[src/rtl/caesar_encoder.sv]
// Caesar-shift encoder for one BCD digit: the shifted code is registered on each
// rising edge of ready and shown on an active-high 7-segment display.
module caesar_encoder #(
  parameter int unsigned SHIFT = 3
) (
  input  logic ready,
  input  logic reset,
  input  logic a,
  input  logic b,
  input  logic c,
  input  logic d,
  output logic S4,
  output logic S3,
  output logic S2,
  output logic S1,
  output logic S0,
  output logic c0,
  output logic c1,
  output logic c2,
  output logic c3,
  output logic c4,
  output logic c5,
  output logic c6
);

  localparam logic [4:0] ERR_CODE  = 5'b11111;
  localparam logic [4:0] SHIFT_VAL = 5'(SHIFT);

  logic [3:0] digit;
  logic [4:0] code_d;
  logic [4:0] code_q;
  logic [6:0] seg;   // seg[6] drives c0 (segment a) ... seg[0] drives c6 (segment g)

  assign digit = {a, b, c, d};

  // Digits above 9 are not plaintext; they map to the dash code
  always_comb begin
    code_d = ERR_CODE;
    if (digit <= 4'd9) begin
      code_d = {1'b0, digit} + SHIFT_VAL;
    end
  end

  always_ff @(posedge ready or posedge reset) begin
    if (reset) begin
      code_q <= 5'd0;
    end else begin
      code_q <= code_d;
    end
  end

  always_comb begin
    seg = 7'b0000000;
    case (code_q)
      5'd0:    seg = 7'b1111110;
      5'd1:    seg = 7'b0110000;
      5'd2:    seg = 7'b1101101;
      5'd3:    seg = 7'b1111001;
      5'd4:    seg = 7'b0110011;
      5'd5:    seg = 7'b1011011;
      5'd6:    seg = 7'b1011111;
      5'd7:    seg = 7'b1110000;
      5'd8:    seg = 7'b1111111;
      5'd9:    seg = 7'b1111011;
      5'd10:   seg = 7'b1110111;
      5'd11:   seg = 7'b0011111;
      5'd12:   seg = 7'b1001110;
      5'd13:   seg = 7'b0111101;
      5'd14:   seg = 7'b1001111;
      5'd15:   seg = 7'b1000111;
      5'd31:   seg = 7'b0000001;
      default: seg = 7'b0000000;
    endcase
  end

  assign {S4, S3, S2, S1, S0} = code_q;
  assign {c0, c1, c2, c3, c4, c5, c6} = seg;

endmodule

[config.mk]
export PLATFORM = sky130hd
export DESIGN_NAME = caesar_encoder
export DESIGN_NICKNAME = d
export VERILOG_FILES = /design/src/rtl/caesar_encoder.sv
export SDC_FILE = /design/constraint.sdc
export NUM_CORES = 1
export LEC_CHECK = 0
export ABC_AREA = 1
export CORE_MARGIN = 4
export CORE_UTILIZATION = 40
export CTS_CLUSTER_SIZE = 40
export DETAILED_ROUTE_END_ITERATION = 6
export PLACE_DENSITY = 0.81
export SETUP_SLACK_MARGIN = 0.2
export SYNTH_ARGS = -nofsm -noshare
export SYNTH_HDL_FRONTEND = slang
export SYNTH_SLANG_ARGS = --single-unit
[constraint.sdc]
create_clock -name ready -period 1.9 [get_ports ready]
set_clock_uncertainty 0.1 [all_clocks]
set_input_delay 0.38 -clock ready [delete_from_list [all_inputs] [get_ports ready]]
set_output_delay 0.38 -clock ready [all_outputs]
set_load 0.02 [all_outputs]
==> metrics.cfg, run 1 <==
[clocking]
numCtsBuffers=3
cts_buffer_depth=2
cts_hold_buf=0
clk_pin_slew_ns=0.04
cts_sinks=5
cts_tree=done
htreeDepth=1
cts_root_buffer=clkbuf_4

[synth]
yosysWarnings=0
seq_area_frac_synth=0.2370
netlist_area_um2=528.0
syn_avg_cell_area_um2=6.769
synth_fp_nets=93
netlist_instances=78
ys_ff_latch=5
synth_cell_type_count=17

[setup_path]
crit_path_start_kind=register
critPathMaxFanout=5
setup.worst_path.end_class=output port
critPathKind=register to output port
cp_data_required_time_ns=1.42
crit_arrival_ns=1.48

[drt]
drtIter0Drc=16
antenna_left=0
firstDrtPassIters=6
num_vias=631
vias_per_cell=5.258
drt_wl_total_um=1660
wl_per_cell_um=13.83
drc=0

[finish]
mostFrequentLayoutCell=nand2_1
reg_top3=code_q: 5 flops
final_nets=122
regArea_um2=130.1
antenna_cells=0
largest_reg_flops=5
filler_cell_count=89
final_util=0.7746
synthToLayoutAreaGrowth_pct=71.80
layout_common_cells=nand2_1, buf_4, inv_1
multi_input_area_um2=439.2
top_register=code_q
drive_above_1_share=0.5000

[sta]
finalMaxSlewViolations=0
fin_crit_ns=1.956
timing.final.crit_share=1.030
max_freq_mhz=511.1
setup_viol=5
rsz0062_at_grt=true
slew_headroom=0.8031
tns_ns=-0.1799
worst_slack_ns=-0.05649
hold_viol_final=0
worst_pin_slew_ns=0.2922

[power]
power.density_mw_per_mm2=581.9
peakVddDrop_uv=476.7
leakagePower_nw=0.4547
power_mw=0.5278

[global_route]
antenna_found_initial=0
grt_use_met1=0.1467
grt_max_degree=11
grt_first_pass_wirelength_um=2497
use_met2=0.3488
grt-busiest-layer=met2
grt_pass1_vias=627
use_met3=0.04065
grtUsageTotal=0.1725
grt-ovfl-total=0

[floorplan]
ios=18
die_y_um=44.33
die_w_um=44.33
core_mm2=0.001171
design.die.area_mm2=0.001965
start_util=0.4509
rows=12

[run_status]
status=complete, but fails checks
violations=negative setup slack

[hold_path]
hp-class=input port to async pin

[placement]
gp_congestion=0.7981
dpl_worst_slack_ns=-0.2743
dp_hpwl_um=1048
portBuffers=17

[job]
maxCapViolations=0

==> final cells by class <==
type | count | area share
Multi-Input combinational cell | 58 | 0.4841
Timing Repair Buffer | 26 | 0.2621
Inverter | 13 | 0.06207
Tap cell | 14 | 0.01931
Clock buffer | 4 | 0.02897
Sequential cell | 5 | 0.1434
==> cell usage after synthesis, drive strengths merged <==
cell	count	area (µm²)
buf	2	18.77
nand2	24	102.6
inv	13	51.30
nor2	8	30.03
o21ai	5	25.02
ha	9	112.6
o21bai	1	7.510
nand3	4	20.02
dfrtp	5	125.1
a21oi	6	30.03
nor3	1	5.000
==> power by group <==
group	switching (mW)	internal, mW	total (mW)
sequential	0.0225	0.116	0.139
clock	0.0433	0.0794	0.123
combinational	0.143	0.124	0.266
total	0.209	0.319	0.528
==> worst max-delay path, cell delays in order (launching register included) <==
cell and delay, ns:
dfrtp_2 0.47, inv_4 0.11, ha_4 0.21, inv_2 0.06, nand2_2 0.05, a21oi_2 0.16, nor2_2 0.05, buf_6 0.12
==> metrics by stage <==
stage	cells	hold slack (ns)	instance area (µm²)
floorplan	78	0.05838	548.0
global placement	113	0.4886	762.0
detailed placement	113	0.4992	762.0
CTS	118	0.2488	842.1
global route	120	0.2765	907.1
finish	120	0.2429	907.1
==> logic make-up (layout without fill, tap and decap cells) <==
kind of cell,after synthesis,in the layout,synth area share
flip-flops,5,5,0.2370
buffers and inverters,15,43,0.1327
AND/OR/NAND/NOR,37,37,0.2986
AO/OA/AOI/OAI,12,12,0.1185
adder cells (fa/ha/maj),9,9,0.2133
==> worst paths after layout <==
| kind | startpoint | to | slack, ns | depth (start not counted) |
|---|---|---|---|---|
| min | reset | code_q[4] | 0.24 | 2 |
| max in group asynchronous | reset | code_q[1] | 1.26 | 2 |
| max | code_q[1] | c3 | -0.06 | 7 |
| min in group ready | d | code_q[0] | 0.62 | 2 |
==> routing by layer <==
| layer | vias up | share of wire |
|---|---|---|
| met3 | 12 | 0.057 |
| met5 | - | 0 |
| met2 | 33 | 0.57 |
| met4 | 0 | 0.052 |
| li1 | 297 | - |
| met1 | 289 | 0.32 |
==> repair_timing <==
item,4_1_cts,5_1_grt
setup buffers,1,2
hold endpoints to repair,0,0
resized for setup,62,12
pin swaps,6,3
setup endpoints to repair,11,8
(Power assumes the default switching activity.)
==> inputs of run 2 (changes only) <==
GPL_ROUTABILITY_DRIVEN = 0   (was not set)
==> results of run 2 <==
No change in the layout: final DEF, timing and power equal those of run 1.
==> inputs of run 3 (changes only) <==
ABC_AREA = not set   (was 1)
CORE_AREA = 4 4 41 43   (was not set)
CORE_MARGIN = not set   (was 4)
CORE_UTILIZATION = not set   (was 40)
DIE_AREA = 0 0 45 47   (was not set)
PLACE_DENSITY = 0.78   (was 0.81)
==> metrics.cfg, run 3 <==
[power]
peakVddDrop_uv=319.1  ; -33%
power.density_mw_per_mm2=581.7  ; about the same
power_mw=0.5168  ; -2.1%
leakagePower_nw=0.4088  ; -10%

[synth]
synth_most_common_cell=inv_1
synth_edf_count=0  ; unchanged
syn_avg_cell_area_um2=8.483  ; +25%
seq_area_frac_synth=0.2500  ; +0.01303
yosys-top-cells-count=inv_1, ha_1, nor2_1, dfrtp_1, a211oi_1
netlist_instances=59  ; -24%
async_flop_share=1.000  ; unchanged
synth_flop_cell=dfrtp_1
yosysWarnings=0  ; unchanged
synthTopCellsByArea=dfrtp_1, ha_1, inv_1, a211oi_1, nor2_1
ys_ff_latch=5  ; unchanged
netlist_area_um2=500.5  ; -5.2%
synth_top_area_share=0.2500  ; +0.01303
synth_fp_nets=74  ; -20%
synth_top_area_cell=dfrtp_1
synth_cell_type_count=22  ; +5

[placement]
dpl_worst_slack_ns=-0.5264  ; -0.2521 ns
placed_cells=101  ; -11%
portBuffers=17  ; unchanged
postPlaceCellArea_um2=819.5  ; +7.6%
dp_hpwl_um=1073  ; +2.3%

[sta]
rsz0062_at_grt=true
setup_viol=7  ; +2
slew_headroom=0.7941  ; -0.009050
timing.final.crit_share=1.134  ; +0.1046
worst_slack_ns=-0.2552  ; -0.1987 ns
hold_viol_final=0  ; unchanged
finalMaxSlewViolations=0  ; unchanged
fin_crit_ns=2.155  ; +0.1987 ns
worst_hold_slack_ns=0.2338  ; -0.009131 ns
tns_ns=-1.007  ; -0.8267 ns
max_freq_mhz=464.0  ; -9.2%
worst_pin_slew_ns=0.3056  ; +0.01343 ns

[drt]
drt_wl_total_um=1316  ; -21%
firstDrtPassIters=4  ; -2
wl_per_cell_um=12.42  ; -10%
antenna_left=0  ; unchanged
drtIter0Drc=4  ; -12
num_vias=536  ; -15%
drc=0  ; unchanged
vias_per_cell=5.057  ; -3.8%

[setup_path]
crit_cells=6  ; -1
cpMaxStageDelayCell=mux4_2
cp_data_required_time_ns=1.42  ; about the same
critPathKind=register to output port
setup.worst_path.end_class=output port
crit_arrival_ns=1.68  ; +0.20 ns
cp_cell_sequence=inv_2, ha_4, inv_2, mux4_2, nor2_4, buf_6
path_delay_family=multiplexers
cp_common_cell=inv_2
crit_path_start_kind=register
cp_slowest_stage_delay_ns=0.47  ; about the same
crit_buf_inv=3  ; unchanged
critPathMaxFanout=4  ; -1

[floorplan]
design.die.area_mm2=0.002115  ; +7.6%
start_util=0.3846  ; -0.06624
rows=13  ; +1
core_mm2=0.001301  ; +11%
ios=18  ; unchanged
die_w_um=45  ; +1.5%
die_y_um=47  ; +6.0%

[global_route]
grtUsageTotal=0.1465  ; -0.02600
antenna_found_initial=0  ; unchanged
grt_pass1_vias=582  ; -7.2%
grt-ovfl-total=0  ; unchanged
grt_max_degree=14  ; +3
grt_first_pass_wirelength_um=2208  ; -12%

[clocking]
htreeDepth=1  ; unchanged
cts_buffer_depth=2  ; unchanged
cts_sinks=5  ; unchanged
clk_pin_slew_ns=0.04  ; about the same
cts_tree=done
cts_root_buffer=clkbuf_4
cts_hold_buf=0  ; unchanged
numCtsBuffers=3  ; unchanged

[finish]
mostFrequentLayoutCell=buf_4
antenna_cells=0  ; unchanged
layout_common_cells=buf_4, inv_1, nor2_1, ha_1, clkdlybuf4s50_1
final_util=0.6827  ; -0.09188
top_register=code_q
layout.cells.non_filler=106  ; -12%
final_area_um2=888.4  ; -2.1%
drive_above_1_share=0.4945  ; -0.005495
final_nets=107  ; -12%
largest_reg_flops=5  ; unchanged
synthToLayoutAreaGrowth_pct=77.50
reg_top3=code_q: 5 flops

[job]
maxCapViolations=0  ; unchanged

[run_status]
violations=negative setup slack
status=complete, but fails checks

[hold_path]
hp-class=input port to async pin

## run 3: layout make-up
cell class,count,area (µm²)
inverters,10,37.54
flip-flops and latches,5,128.9
well taps,15,18.77
clock buffers,4,26.28
repair buffers,30,260.3
multi-input cells,42,416.7
fillers,112,412.9
## run 3: kinds of logic after synthesis
logic type,share of synthesized area
multiplexers,0.06500
adder cells (fa/ha/maj),0.2250
AO/OA/AOI/OAI,0.1875
buffers and inverters,0.1125
flip-flops,0.2500
AND/OR/NAND/NOR,0.1600
## run 3: final timing paths
kind                       slack, ns   endpoint      start
max in group asynchronous       1.29  code_q[0]      reset
min in group ready              0.63  code_q[0]          d
max                            -0.26         c3  code_q[0]
min                             0.23  code_q[2]      reset
## run 3: repair_timing
item / CTS / global route
endpoints found under the setup margin: 12 / 8
resized for setup: 54 / 2
setup buffers: 1 / 0
pin swaps: 4 / 2
## run 3: routing by layer
layer  wire, µm  up-vias  global-route usage
met1        436      249              0.1140
met3         85        6             0.01533
li1           -      263                   -
met4         44        0              0.1228
met5          0        -                   0
met2        749       18              0.3107
## run 3: power by group
| part | leakage (nW) | total (mW) | internal, mW | switching, mW |
|---|---|---|---|---|
| Sequential | 0.0523 | 0.126 | 0.116 | 0.0105 |
| Clock | 0.0150 | 0.123 | 0.0794 | 0.0434 |
| Combinational | 0.341 | 0.268 | 0.133 | 0.134 |
| Total | 0.409 | 0.517 | 0.329 | 0.188 |
==> RTL edit (settings of run 1) <==
Make the reset (`reset`) synchronous in one clocked block.
--- a/src/rtl/caesar_encoder.sv
+++ b/src/rtl/caesar_encoder.sv
@@ -41,7 +41,7 @@
     end
   end
 
-  always_ff @(posedge ready or posedge reset) begin
+  always_ff @(posedge ready) begin
     if (reset) begin
       code_q <= 5'd0;
     end else begin
Formal check against the unedited RTL: differs if reset is asserted again (counterexample within 4 cycles, from zero or initial values and one cycle with reset high); with reset held inactive, the same outputs for 10 cycles.
==> RTL edit against run 1 <==
Area after synthesis up 26%; sequential share of layout area grew 6.5 points; combinational power increased by 18%; routed wire length rose by 16%; final area rose by 27%; power up 43%; sequential cell count up 7; setup slack gained 0.30 ns; highest routed layer unchanged.
==> RTL edit: results (changes against run 1) <==
outcome:
  status: "finished clean"
detailed_routing:
  met1_length_um: 750  # +43%
  drtIter0Drc: 43  # +27
  wl_met2_um: 990  # +4.0%
  wire_per_inst_um: 13.1  # -5.0%
  vias: 742  # +18%
  postRouteWirelength_um: 1920  # +16%
  routed-wl-met3_um: 161  # +71%
  drtPass1Iterations: 4  # -2
placement:
  gp_congestion: 0.839  # +5.1%
  place_inst: 137  # +21%
  portBuffers: 17  # unchanged
  hpwl_um: 1270  # +22%
  dpl_worst_slack_ns: -0.430  # -0.156 ns
cells_and_area:
  nMultiInputCombCells: 65  # +12%
  seq-cell-share_pct: 20.9  # +6.5 points
  layout.nonclk_buf_share_pct: 26.7  # +0.45 points
  antenna_cells: 0  # unchanged
  largest_reg_flops: 7  # +2
  clkCellAreaFrac_pct: 1.96  # -0.94 points
  multi_input_area_share_pct: 43.4  # -5.0 points
  num-nonclk-buffers: 35  # +35%
  finalNetCount: 147  # +20%
  drive_above_1_share_pct: 38.5  # -12 points
  postLayoutCoreUtil_pct: 74.6  # -2.9 points
  clock_buffers: 3  # -1
  fillers: 105  # +18%
yosys:
  synth_fa_ha_area_share_pct: 16.9  # -4.4 points
  synth_cell_type_count: 12  # -5
  synth_compound_area_share_pct: 11.1  # -0.76 points
  yosysSeqAreaShare_pct: 36.1  # +12 points
  synth_area_per_cell_um2: 7.24  # +6.9%
  synthFlopType: "dfxtp_1"
  synth.area.top_cells: "dfxtp_1, ha_1, nand2_1"
setup_path:
  slowest_stage: "clkdlybuf4s50_1"
  crit_family: "buffers and inverters"
  slowest_delay_ns: 0.60  # +0.13 ns
grt:
  met1_usage_pct: 17.3  # +2.6 points
  use_met3_pct: 0.917  # -3.1 points
  grt_max_degree: 10  # -1
  met2_usage_pct: 28.3  # -6.6 points
  grt_pass1_vias: 703  # +12%
  grt.total_usage_pct: 15.4  # -1.8 points
power:
  p_leak_nw: 0.569  # +25%
  max-vdd-ir-drop_v: 0.000296  # -38%
  cellPowerDensity_nw_per_um2: 655  # +13%
cts:
  numClockSinks: 12  # +7
hold_path:
  hp-class: "in -> reg"
timing:
  finalWorstSetupSlack_ns: 0.242  # +0.298 ns
  tightest_slew_ns: 0.392  # +0.0998 ns
RTL edit: changes by cell type in the layout (fill, tap and decap cells not counted), moves of 4 or more:
cell	run 1	this run
nand2_2	6	2
dfxtp_1	0	12
nand2_1	17	21
buf_6	5	0
dfrtp_2	4	0
nand3_1	1	5
clkdlybuf4s50_1	5	11
buf_4	11	17
RTL edit: path summary, 6_finish.rpt:
path                              from                    to  cells after the start  slack [ns]
setup / recovery  code_q[0]$_SDFF_PP0_                    S0                      1        0.24
hold / removal                       d  code_q[0]$_SDFF_PP0_                      3        0.39
RTL edit: timing repair:
action,in CTS,in global routing
setup buffers,5,1
endpoints found under the hold margin,0,0
resized for setup,21,7
hold buffers,0,0
gates cloned,0,0
pin swaps,11,1
endpoints found under the setup margin,7,5
RTL edit: report_power, final:
group	leakage, nW	switching (W)	internal [W]
registers	0.101	0.00000708	0.000282
clock network	0.0138	0.0000759	0.0000733
logic	0.455	0.000168	0.000146
